--- config.mk ---
export PLATFORM = sky130hd
export DESIGN_NAME = imem_load_controller
export DESIGN_NICKNAME = d
export VERILOG_FILES = /design/src/rtl/imem_load_controller.sv
export SDC_FILE = /design/constraint.sdc
export NUM_CORES = 1
export LEC_CHECK = 0
export ABC_CLOCK_PERIOD_IN_PS = 2200
export BUFFER_PORTS_ARGS = -buffer_cell sky130_fd_sc_hd__buf_2
export CAP_MARGIN = 0
export CELL_PAD_IN_SITES_DETAIL_PLACEMENT = 0
export CELL_PAD_IN_SITES_GLOBAL_PLACEMENT = 1
export CORE_UTILIZATION = 39
export CTS_BUF_LIST = sky130_fd_sc_hd__clkbuf_2 sky130_fd_sc_hd__clkbuf_4 sky130_fd_sc_hd__clkbuf_8
export DETAILED_ROUTE_END_ITERATION = 6
export PLACE_DENSITY_LB_ADDON = 0.1
export SLEW_MARGIN = 20
export SYNTH_ARGS = -nofsm -noshare
export SYNTH_HDL_FRONTEND = slang
export SYNTH_SLANG_ARGS = --single-unit
--- constraint.sdc ---
create_clock -name i_clock -period 2.2 [get_ports i_clock]
set_input_delay 0.11 -clock i_clock [delete_from_list [all_inputs] [get_ports i_clock]]
set_output_delay 0.11 -clock i_clock [all_outputs]
set_load 0.02 [all_outputs]
--- src/rtl/imem_load_controller.sv ---
// Instruction-memory load controller: packs UART bytes into big-endian 32-bit words during load,
// then gates IF-stage reads once the program is in place. Optional inter-byte timeout: IMEM_LOAD_TIMEOUT_EN.
module imem_load_controller #(
  parameter int          MEMORY_WIDTH   = 32,
  parameter int          MEMORY_DEPTH   = 64,
  parameter int          NB_ADDR        = 6,
  parameter logic [31:0] HALT_WORD      = 32'hFFFF_FFFF,
  parameter int          TIMEOUT_CYCLES = 1000
) (
  input  logic                 i_clock,
  input  logic                 i_reset_n,
  input  logic                 i_load_start,
  input  logic [7:0]           i_rx_data,
  input  logic                 i_rx_valid,
  input  logic [NB_ADDR-1:0]   i_fetch_addr,
  input  logic                 i_fetch_en,
  output logic [NB_ADDR-1:0]   o_write_addr,
  output logic [31:0]          o_write_data,
  output logic                 o_write_enable,
  output logic [NB_ADDR-1:0]   o_read_addr,
  output logic                 o_read_enable,
  output logic                 o_busy,
  output logic                 o_load_done,
  output logic                 o_full,
`ifdef IMEM_LOAD_TIMEOUT_EN
  output logic                 o_timeout,
`endif
  output logic [NB_ADDR:0]     o_word_count
);

  typedef enum logic [1:0] {ST_IDLE, ST_LOAD, ST_WRITE, ST_DONE} state_t;

  state_t              r_state;
  state_t              w_next_state;
  logic [1:0]          r_byte_cnt;
  logic [NB_ADDR:0]    r_word_count;
  logic                r_full;
  logic [23:0]         r_shift;
  logic [31:0]         r_word;
  logic                w_accept;
  logic                w_fourth;
  logic                w_halt;
  logic                w_last;

  // A byte arriving during WRITE starts the next word; r_word stays stable for the write itself.
  assign w_accept = i_rx_valid && !i_load_start && (r_state == ST_LOAD || r_state == ST_WRITE);
  assign w_fourth = w_accept && (r_byte_cnt == 2'd3);
  assign w_halt   = (r_word == HALT_WORD);
  assign w_last   = ((r_word_count + 1'b1) == (NB_ADDR+1)'(MEMORY_DEPTH));

  always_ff @(posedge i_clock or negedge i_reset_n) begin
    if (!i_reset_n) r_state <= ST_IDLE;
    else            r_state <= w_next_state;
  end

  always_comb begin
    w_next_state = r_state;
    case (r_state)
      ST_IDLE:  w_next_state = ST_IDLE;
      ST_LOAD:  if (w_fourth) w_next_state = ST_WRITE;
      ST_WRITE: w_next_state = (w_halt || w_last) ? ST_DONE : ST_LOAD;
      ST_DONE:  w_next_state = ST_DONE;
      default:  w_next_state = ST_IDLE;
    endcase
    if (i_load_start) w_next_state = ST_LOAD;
  end

`ifdef IMEM_LOAD_TIMEOUT_EN
  localparam int TW = $clog2(TIMEOUT_CYCLES + 1);
  logic [TW-1:0] r_idle_cnt;
  logic          r_timeout;
  logic          w_tmo_fire;

  assign w_tmo_fire = (r_state == ST_LOAD) && (r_byte_cnt != 2'd0) && !i_rx_valid && !i_load_start &&
                      (r_idle_cnt == TW'(TIMEOUT_CYCLES - 1));
  assign o_timeout  = r_timeout;

  always_ff @(posedge i_clock or negedge i_reset_n) begin
    if (!i_reset_n) begin
      r_idle_cnt <= '0;
      r_timeout  <= 1'b0;
    end else if (i_load_start || i_rx_valid || r_state != ST_LOAD || r_byte_cnt == 2'd0) begin
      r_idle_cnt <= '0;
      if (i_load_start) r_timeout <= 1'b0;
    end else if (w_tmo_fire) begin
      r_idle_cnt <= '0;
      r_timeout  <= 1'b1;
    end else begin
      r_idle_cnt <= r_idle_cnt + 1'b1;
    end
  end
`else
  logic w_tmo_fire;
  assign w_tmo_fire = 1'b0;
`endif

  always_ff @(posedge i_clock or negedge i_reset_n) begin
    if (!i_reset_n) begin
      r_byte_cnt   <= 2'd0;
      r_word_count <= '0;
      r_full       <= 1'b0;
    end else if (i_load_start) begin
      r_byte_cnt   <= 2'd0;
      r_word_count <= '0;
      r_full       <= 1'b0;
    end else begin
      if (w_accept)        r_byte_cnt <= r_byte_cnt + 1'b1;
      else if (w_tmo_fire) r_byte_cnt <= 2'd0;
      if (r_state == ST_WRITE) begin
        r_word_count <= r_word_count + 1'b1;
        if (w_last && !w_halt) r_full <= 1'b1;
      end
    end
  end

  always_ff @(posedge i_clock) begin
    if (w_accept) r_shift <= {r_shift[15:0], i_rx_data};
    if (w_fourth) r_word  <= {r_shift, i_rx_data};
  end

  always_comb begin
    o_write_enable = (r_state == ST_WRITE);
    o_write_addr   = o_write_enable ? r_word_count[NB_ADDR-1:0] : '0;
    o_write_data   = o_write_enable ? r_word : '0;
    o_read_addr    = i_fetch_addr;
    o_read_enable  = (r_state == ST_DONE) && i_fetch_en;
    o_busy         = (r_state == ST_LOAD) || (r_state == ST_WRITE);
    o_load_done    = (r_state == ST_DONE);
    o_full         = r_full;
    o_word_count   = r_word_count;
  end

endmodule

==> results.sh, run 1 <==
export IMPL_status="finished, final reports clean"
export IMPL_num_vias=1673
export IMPL_crit_chain="inv_1, ha_1, buf_4, and2_1, buf_2"
export IMPL_cp_slowest_cell="dfrtp_1"
export IMPL_synthMostInstantiatedCell="edfxtp_1"
export IMPL_grt_use_total_pct=14.1
export IMPL_overflow=0
export IMPL_startpoint_type="register"
export IMPL_cts_hold_buf=9
export IMPL_slew_headroom_pct=59.0
export IMPL_htreeDepth=3
export IMPL_arrival_ns=1.71
export IMPL_die_area_sq_um=7600
export IMPL_synth_cell_types=35
export IMPL_fillers=647
export IMPL_drtIter0Drc=51
export IMPL_vdd_drop_max_mv=0.427
export IMPL_grt_pass1_vias=1503
export IMPL_met1_usage_pct=19.9
export IMPL_die_h_microns=87.2
export IMPL_cp_buffers_inverters=3
export IMPL_met2_usage_pct=19.3
export IMPL_drtPass1Iterations=4
export IMPL_antenna_found_initial=0
export IMPL_synth_top_area_share_pct=59.5
export IMPL_coreArea_sq_um=6910
export IMPL_finalCritPeriodShare_pct=82.7
export IMPL_setup_viol_count_final=0
export IMPL_hold_class="input port to register"
export IMPL_portBuffers=62
export IMPL_synthTopCellsByArea="edfxtp_1, dfrtp_1, and2_1, ha_1, nand4_1"
export IMPL_synth_main_ff_cell="edfxtp_1"
export IMPL_power_leakage_uw=0.00149
export IMPL_wirelength_mm=5.02
export IMPL_ys_seq_elements=68
export IMPL_design_area_sq_um=3520
export IMPL_synth_common_cells="edfxtp_1, and2_1, dfrtp_1"
export IMPL_tritoncts="done"
export IMPL_cap_viol_max_count=0
export IMPL_post_cts_buffers=0
export IMPL_setup_tns_ns=0
export IMPL_cts_resized_gates=0
export IMPL_top_usage_layer="met1"
export IMPL_cp_top_family="buffers and inverters"
export IMPL_syn_to_final_growth_pct=24.4
export IMPL_cts_made_buffers=9
export IMPL_clock_latency_ns=0.33
export IMPL_syn_nets=219
export IMPL_synth_edf_count=56
export IMPL_skew_ns=0.00966
export IMPL_slew_viol_final=0
export IMPL_cpPeakStageDelay_ns=0.41
export IMPL_drive_gt1_share_pct=30.3
export IMPL_grt_pass1_wl_mm=7.68
export IMPL_dpl_hpwl_mm=3.45
export IMPL_rsz0062_at_grt="false"
export IMPL_ioPinCount=75
export IMPL_power_density_nw_per_um2=888
export IMPL_clk_pin_slew_worst_paths_ns=0.07
export IMPL_multi_input_area_sq_um=733
export IMPL_drt_antenna_violating_nets=0
export IMPL_initial_utilization_pct=40.9
export IMPL_min_period_ns=1.82
export IMPL_finalHoldViolations=0
export IMPL_clk_path_buf_depth=2
export IMPL_ys_warn_count=0
export IMPL_gr_usage_met3_pct=4.93
export IMPL_avgSynthCellArea_sq_um=14.6
export IMPL_synthCells=194
export IMPL_gp_congestion=0.712
export IMPL_required_ns=2.09
export IMPL_placed_area_sq_um=3220
export IMPL_worst_slew_pin_slew_ns=0.610
export IMPL_fp_dieW_microns=87.2
export IMPL_max_freq_mhz=550
export IMPL_n_antenna_cell=0
export IMPL_cts_sinks=68
export IMPL_hold_ws_ns=0.117
export IMPL_remaining_drc_errors=0
export IMPL_wire_per_inst_microns=13.7
export IMPL_rows=30
export IMPL_grt_max_degree=33
export IMPL_clockRootBuffer="clkbuf_8"
export IMPL_crit_fanout=20
export IMPL_synthArstFlopShare_pct=17.6
export IMPL_syn_area_sq_um=2830
export IMPL_yosysTopAreaCell="edfxtp_1"
export IMPL_fin_nets=292
export IMPL_crit_type="register to output pin"
export IMPL_cp_end_kind="output pin"
export IMPL_seq_area_frac_synth_pct=70.1
export IMPL_seqCellArea_sq_um=1980
export IMPL_drt_vias_per_instance=4.56
-- where the power goes --
group	switching [uW]	internal [uW]
clock	428	622
sequential	64.4	1550
combinational	273	183
total	765	2360
-- placed cells by master (no fill, tap or decap), drive strengths merged, types with 3 or more instances in the layout --
master       count
xnor2            3
edfxtp          56
dlygate4sd3      9
o21ai            3
nand4           10
buf             66
nand2            3
xor2             6
ha               6
inv              6
and2            42
clkbuf           9
clkinv           4
nand3            3
nor2             9
dfrtp           12
-- sequential cells by signal, summed over array words and instances, names as in the netlist --
name / cells
o_full: 1
r_state: 2
o_word_count: 7
r_word: 32
r_byte_cnt: 2
r_shift: 24
-- cell families (layout without fill, tap and decap cells) --
group,Yosys count,count (layout),synth area share (%)
AND/OR/NAND/NOR,77,77,16.1
flip-flops,68,68,70.1
buffers and inverters,19,96,3.98
AO/OA/AOI/OAI,13,13,3.67
XOR/XNOR,9,9,2.79
adder cells (fa/ha/maj),6,6,2.65
multiplexers,2,2,0.708
-- per-stage QoR --
step	cells	total power (uW)	utilization (%)	setup slack, ns
6_report	367	3120	50.9	0.382
5_1_grt	367	3270	50.9	0.226
4_1_cts	367	3160	50.9	0.341
3_5_place_dp	343	2100	46.7	0.444
3_3_place_gp	343	2090	46.7	0.478
2_1_floorplan	194	1950	-	0.142
-- worst paths after layout --
check / startpoint / endpoint / slack (ns) / cells past startpoint
max in group asynchronous: i_reset_n / r_byte_cnt[1]$_DFFE_PN0P_ / 1.79 / 2
min in group asynchronous: i_reset_n / o_word_count[5]$_DFFE_PN0P_ / 0.18 / 2
setup reg to reg: r_state[0]$_DFFE_PN0P_ / r_state[1]$_DFFE_PN0P_ / 0.44 / 6
hold / removal: i_load_start / o_word_count[2]$_DFFE_PN0P_ / 0.12 / 2
setup / recovery: r_state[0]$_DFFE_PN0P_ / o_write_data[9] / 0.38 / 5
hold reg to reg: r_shift[17]$_DFFE_PP_ / r_word[25]$_DFFE_PP_ / 0.42 / 0
-- area by class of cell --
type / instances / area share, %
tap: 96 / 3.42
multi-input combinational: 107 / 20.8
clock inverter: 6 / 2.28
timing repair buffer: 75 / 12.9
clock buffer: 9 / 3.52
sequential: 68 / 56.4
inverter: 6 / 0.640
-- routing by layer --
| metal | up-vias | wire length [microns] |
|---|---|---|
| met3 | 12 | 281 |
| li1 | 833 | - |
| met1 | 775 | 2560 |
| met5 | - | 0 |
| met2 | 53 | 2080 |
| met4 | 0 | 106 |
Power figures use the tool's default switching activity.
==> run 2, diff against run 1 <==
ABC_CLOCK_PERIOD_IN_PS = 1690   (was 2200)
CORE_UTILIZATION = 44   (was 39)
clock period = 1.69 ns   (was 2.2 ns; I/O delays follow)
==> results.sh, run 2 (synthesized netlist as in run 1, its figures left out) <==
export IMPL_clock_latency_ns=0.33
export IMPL_r2r_slack_ns=0.06
export IMPL_die_h_microns=82.2
export IMPL_fp_dieW_microns=82.2
export IMPL_cp_end_kind="register"
export IMPL_slew_headroom_pct=71.6
export IMPL_grt_use_total_pct=16.3
export IMPL_tritoncts="done"
export IMPL_crit_type="register to register"
export IMPL_drt_vias_per_instance=4.87
export IMPL_startpoint_type="register"
export IMPL_drtIter0Drc=73
export IMPL_final_common_cell="buf_2"
export IMPL_power_leakage_uw=0.00152
export IMPL_n_antenna_cell=0
export IMPL_ioPinCount=75
export IMPL_vdd_drop_max_mv=0.633
export IMPL_slew_viol_final=0
export IMPL_rows=28
export IMPL_arrival_ns=1.89
export IMPL_fin_nets=300
export IMPL_cap_viol_max_count=0
export IMPL_hold_class="input port to register"
export IMPL_remaining_drc_errors=0
export IMPL_wirelength_mm=5.21
export IMPL_grt_max_degree=33
export IMPL_drive_gt1_share_pct=37.6
export IMPL_htreeDepth=3
export IMPL_clockRootBuffer="clkbuf_8"
export IMPL_syn_to_final_growth_pct=27.1
export IMPL_cts_made_buffers=9
export IMPL_cpPeakStageDelay_ns=0.47
export IMPL_num_vias=1723
export IMPL_status="finished, final reports clean"
export IMPL_required_ns=1.95
export IMPL_seqCellArea_sq_um=1990
export IMPL_power_density_nw_per_um2=1130
export IMPL_finalCritPeriodShare_pct=96.4
export IMPL_portBuffers=62
export IMPL_coreArea_sq_um=6060
export IMPL_clk_pin_slew_worst_paths_ns=0.07
export IMPL_crit_chain="ha_2, xor2_2, nand4_1, a2111o_1, o211ai_2"
export IMPL_drtPass1Iterations=4
export IMPL_grt_pass1_vias=1592
export IMPL_min_period_ns=1.63
export IMPL_regMostFlops="r_word"
export IMPL_setup_viol_count_final=0
export IMPL_cts_sinks=68
export IMPL_fillers=497
export IMPL_die_area_sq_um=6750
export IMPL_overflow=0
export IMPL_multi_input_area_sq_um=788
export IMPL_final_cell_mix="buf_2, edfxtp_1, and2_1"
export IMPL_clk_path_buf_depth=2
export IMPL_max_freq_mhz=614
export IMPL_rsz0062_at_grt="true"
export IMPL_drt_antenna_violating_nets=0
export IMPL_skew_ns=0.00680
export IMPL_initial_utilization_pct=46.7
export IMPL_worst_slew_pin_slew_ns=0.422
export IMPL_largest_register_ffs=32
export IMPL_antenna_found_initial=0
export IMPL_dpl_hpwl_mm=3.40
export IMPL_wire_per_inst_microns=14.7
export IMPL_setup_tns_ns=0
export IMPL_grt_pass1_wl_mm=7.71
export IMPL_utilization_pct=59.3
export IMPL_finalHoldViolations=0
export IMPL_cp_slowest_cell="a2111o_1"
export IMPL_crit_fanout=7
export IMPL_gp_congestion=0.719
-- run 2: cell count changes in the layout (fill, tap and decap cells not counted), sizes merged --
cell,change
bufinv,-1
buf,+7
and2,+1
clkinvlp,+1
clkbuf,+1
inv,-1
-- run 2: repair_timing --
action / 4_1_cts / 5_1_grt
endpoints found under the hold margin: 28 / 0
pin swaps: 1 / 3
resized for setup: 1 / 8
endpoints found under the setup margin: 3 / 60
hold buffers: 9 / 0
cloned: 0 / 1
setup buffers: 0 / 1
-- run 2: area by class of cell --
| class | instances | share of cell area [%] |
|---|---|---|
| clock buffers | 10 | 3.65 |
| clock inverters | 5 | 1.50 |
| inverters | 6 | 0.731 |
| multi-input cells | 108 | 21.9 |
| flip-flops and latches | 68 | 55.2 |
| well taps | 75 | 2.61 |
| repair buffers | 82 | 14.3 |
-- run 2: worst max-delay path, delay by kind of cell, from the launching register on --
kind	cells	cell delay, ns
adder cells (fa/ha/maj)	1	0.24
flip-flops	1	0.42
XOR/XNOR	1	0.16
AO/OA/AOI/OAI	2	0.61
AND/OR/NAND/NOR	1	0.12
-- run 2: path summary, 6_finish.rpt --
kind,start,endpoint,cells after the start
max reg2reg,o_word_count[1]$_DFFE_PN0P_,r_state[1]$_DFFE_PN0P_,5
max in group asynchronous,i_reset_n,o_word_count[1]$_DFFE_PN0P_,2
max,o_word_count[1]$_DFFE_PN0P_,r_state[1]$_DFFE_PN0P_,5
min,i_load_start,o_word_count[0]$_DFFE_PN0P_,2
min reg2reg,r_shift[19]$_DFFE_PP_,r_word[27]$_DFFE_PP_,0
min in group asynchronous,i_reset_n,o_word_count[4]$_DFFE_PN0P_,2
-- run 2: metrics by stage --
| step | setup WS (ns) | total power [uW] | cells | instance area (sq um) | hold WS (ns) |
|---|---|---|---|---|---|
| 2_1_floorplan | 0.00381 | 2580 | 194 | 2870 | -0.211 |
| 3_3_place_gp | 0.0801 | 2750 | 328 | 3270 | -0.0113 |
| 3_5_place_dp | -0.0185 | 2770 | 328 | 3270 | -0.00386 |
| 4_1_cts | 0.0205 | 4060 | 352 | 3550 | 0.0899 |
| 5_1_grt | -0.00480 | 4250 | 354 | 3590 | 0.0993 |
| 6_report | 0.0614 | 4060 | 354 | 3590 | 0.101 |
-- run 2: power by group --
part / internal [uW] / total [uW] / switching (uW)
clock network: 684 / 1270 / 581
registers: 2030 / 2110 / 86.8
logic: 298 / 683 / 385
total: 3010 / 4060 / 1050
-- run 2: metal layers --
| metal | vias up | GRT usage [%] | wire, microns |
|---|---|---|---|
| li1 | 853 | - | - |
| met1 | 797 | 21.8 | 2600 |
| met2 | 64 | 23.4 | 2220 |
| met3 | 9 | 4.51 | 296 |
| met4 | 0 | 10.5 | 93 |
| met5 | - | 0 | 0 |
==> run 3, diff against run 2 <==
==> constraint.sdc (replaced) <==
create_clock -name i_clock -period 1.69 [get_ports i_clock]
set_input_delay 0.169 -clock i_clock [delete_from_list [all_inputs] [get_ports i_clock]]
set_output_delay 0.169 -clock i_clock [all_outputs]
set_load 0.02 [all_outputs]
==> results.sh, run 3 (synthesized netlist as in run 1, its figures left out) <==
export IMPL_fp_dieW_microns=82.2
export IMPL_crit_chain="ha_4, buf_12, and2_1, buf_4"
export IMPL_wire_per_inst_microns=13.9
export IMPL_grt_max_degree=33
export IMPL_dp_slack_ns=0.0601
export IMPL_crit_type="register to output pin"
export IMPL_power_density_nw_per_um2=1200
export IMPL_cts_made_buffers=9
export IMPL_place_inst=329
export IMPL_grt_use_total_pct=15.4
export IMPL_antenna_found_initial=0
export IMPL_portBuffers=62
export IMPL_cts_sinks=68
export IMPL_status="finished, final reports clean"
export IMPL_remaining_drc_errors=0
export IMPL_slew_viol_final=0
export IMPL_cpPeakStageDelay_ns=0.46
export IMPL_initial_utilization_pct=46.7
export IMPL_ioPinCount=75
export IMPL_cp_buffers_inverters=2
export IMPL_die_h_microns=82.2
export IMPL_clkPwrFrac_pct=35.7
export IMPL_finalCritPeriodShare_pct=97.0
export IMPL_grt_pass1_wl_mm=7.27
export IMPL_final_cell_mix="edfxtp_1, buf_2, and2_1"
export IMPL_clk_path_buf_depth=2
export IMPL_pwr_share_comb_pct=16.1
export IMPL_cp_slowest_cell="dfrtp_2"
export IMPL_overflow=0
export IMPL_htreeDepth=3
export IMPL_syn_to_final_growth_pct=28.2
export IMPL_required_ns=1.52
export IMPL_skew_ns=0.00634
export IMPL_die_area_sq_um=6750
export IMPL_drive_gt1_share_pct=38.8
export IMPL_power_leakage_uw=0.00153
export IMPL_cp_end_kind="output pin"
export IMPL_rsz0062_at_grt="true"
export IMPL_tritoncts="done"
export IMPL_startpoint_type="register"
export IMPL_hold_class="input port to register"
export IMPL_arrival_ns=1.47
export IMPL_intPower_uw=3310
export IMPL_cp_top_family="flip-flops"
export IMPL_fin_nets=296
export IMPL_max_freq_mhz=610
export IMPL_n_antenna_cell=0
export IMPL_coreArea_sq_um=6060
export IMPL_largest_register_ffs=32
export IMPL_clock_latency_ns=0.33
export IMPL_regMostFlops="r_word"
export IMPL_clockRootBuffer="clkbuf_8"
export IMPL_rows=28
export IMPL_worst_slew_pin_slew_ns=0.422
export IMPL_dpl_hpwl_mm=3.33
export IMPL_fin_ws_ns=0.0509
export IMPL_pwr_share_seq_pct=48.2
export IMPL_grt_pass1_vias=1481
export IMPL_num_vias=1689
export IMPL_crit_fanout=22
export IMPL_gp_congestion=0.761
export IMPL_drt_vias_per_instance=4.81
export IMPL_drt_antenna_violating_nets=0
export IMPL_setup_viol_count_final=0
export IMPL_final_common_cell="edfxtp_1"
export IMPL_min_period_ns=1.64
export IMPL_power_share_switching_pct=24.0
export IMPL_vdd_drop_max_mv=0.687
export IMPL_drtPass1Iterations=4
export IMPL_slew_headroom_pct=71.6
export IMPL_drtIter0Drc=60
export IMPL_wirelength_mm=4.88
export IMPL_instances_no_fill=351
export IMPL_clk_pin_slew_worst_paths_ns=0.07
export IMPL_finalHoldViolations=0
export IMPL_cap_viol_max_count=0
export IMPL_power_uw=4360
export IMPL_p_sw_uw=1050
==> run 3: cell count changes in the layout (fill, tap and decap cells not counted), sizes merged <==
cell         previous run  this run
and2                   43        42
buf                    73        78
bufinv                  1         3
clkbuf                 10         9
clkinv                  4         3
clkinvlp                1         2
dlygate4sd3             9         1
==> run 3: cell type report <==
type,count,area (sq um)
Sequential cell,68,1990
Tap cell,75,93.8
Fill cell,517,2440
Timing Repair Buffer,79,510
Inverter,6,26.3
Clock buffer,9,124
Clock inverter,7,115
Multi-Input combinational cell,107,769
==> run 3: final timing paths <==
kind	slack, ns	startpoint	endpoint	depth (start not counted)
min reg2reg	0.42	r_shift[21]$_DFFE_PP_	r_word[29]$_DFFE_PP_	0
max	0.05	r_state[1]$_DFFE_PN0P_	o_write_data[11]	4
min in group asynchronous	0.25	i_reset_n	r_byte_cnt[0]$_DFFE_PN0P_	2
min	0.02	i_rx_data[1]	r_word[1]$_DFFE_PP_	1
max reg2reg	0.11	o_word_count[1]$_DFFE_PN0P_	r_state[1]$_DFFE_PN0P_	4
max in group asynchronous	1.20	i_reset_n	o_word_count[0]$_DFFE_PN0P_	2
==> run 3: repair_timing <==
item,CTS,global route
gates resized for setup,5,15
endpoints found under the setup margin,35,36
pin swaps,0,1
hold buffers,1,0
setup buffers,1,4
hold endpoints to repair,12,0
==> run 3: power groups by stage <==
stage	Sequential [uW]	Combinational [uW]	Clock, uW
after floorplan	2130	456	0
after global placement	2140	625	0
after detailed placement	2140	627	0
after CTS	2100	658	1590
after global routing	2120	772	1660
final	2100	701	1560
==> run 3: layer usage <==
metal	share of wire [%]	global-route usage, %	up-vias
li1	-	-	847
met1	51	21.7	779
met2	42	20.7	56
met3	5.7	6.70	7
met4	1.1	6.32	0
met5	0	0	-
==> run 3: worst register-to-register path, delay by kind of cell (launching register included) <==
family	cells	cell delay (ns)
AO/OA/AOI/OAI	3	0.85
flip-flops	1	0.44
AND/OR/NAND/NOR	1	0.20
==> run 3: metrics by stage <==
stage	instance area (sq um)	TNS (ns)	util (%)	hold slack (ns)
floorplan	2870	0	-	-0.127
global placement	3280	0	54.1	0.0674
detailed placement	3280	0	54.1	0.0670
CTS	3550	0	58.6	0.00896
global route	3620	-0.0514	59.8	0.00863
finish	3620	0	59.8	0.0199
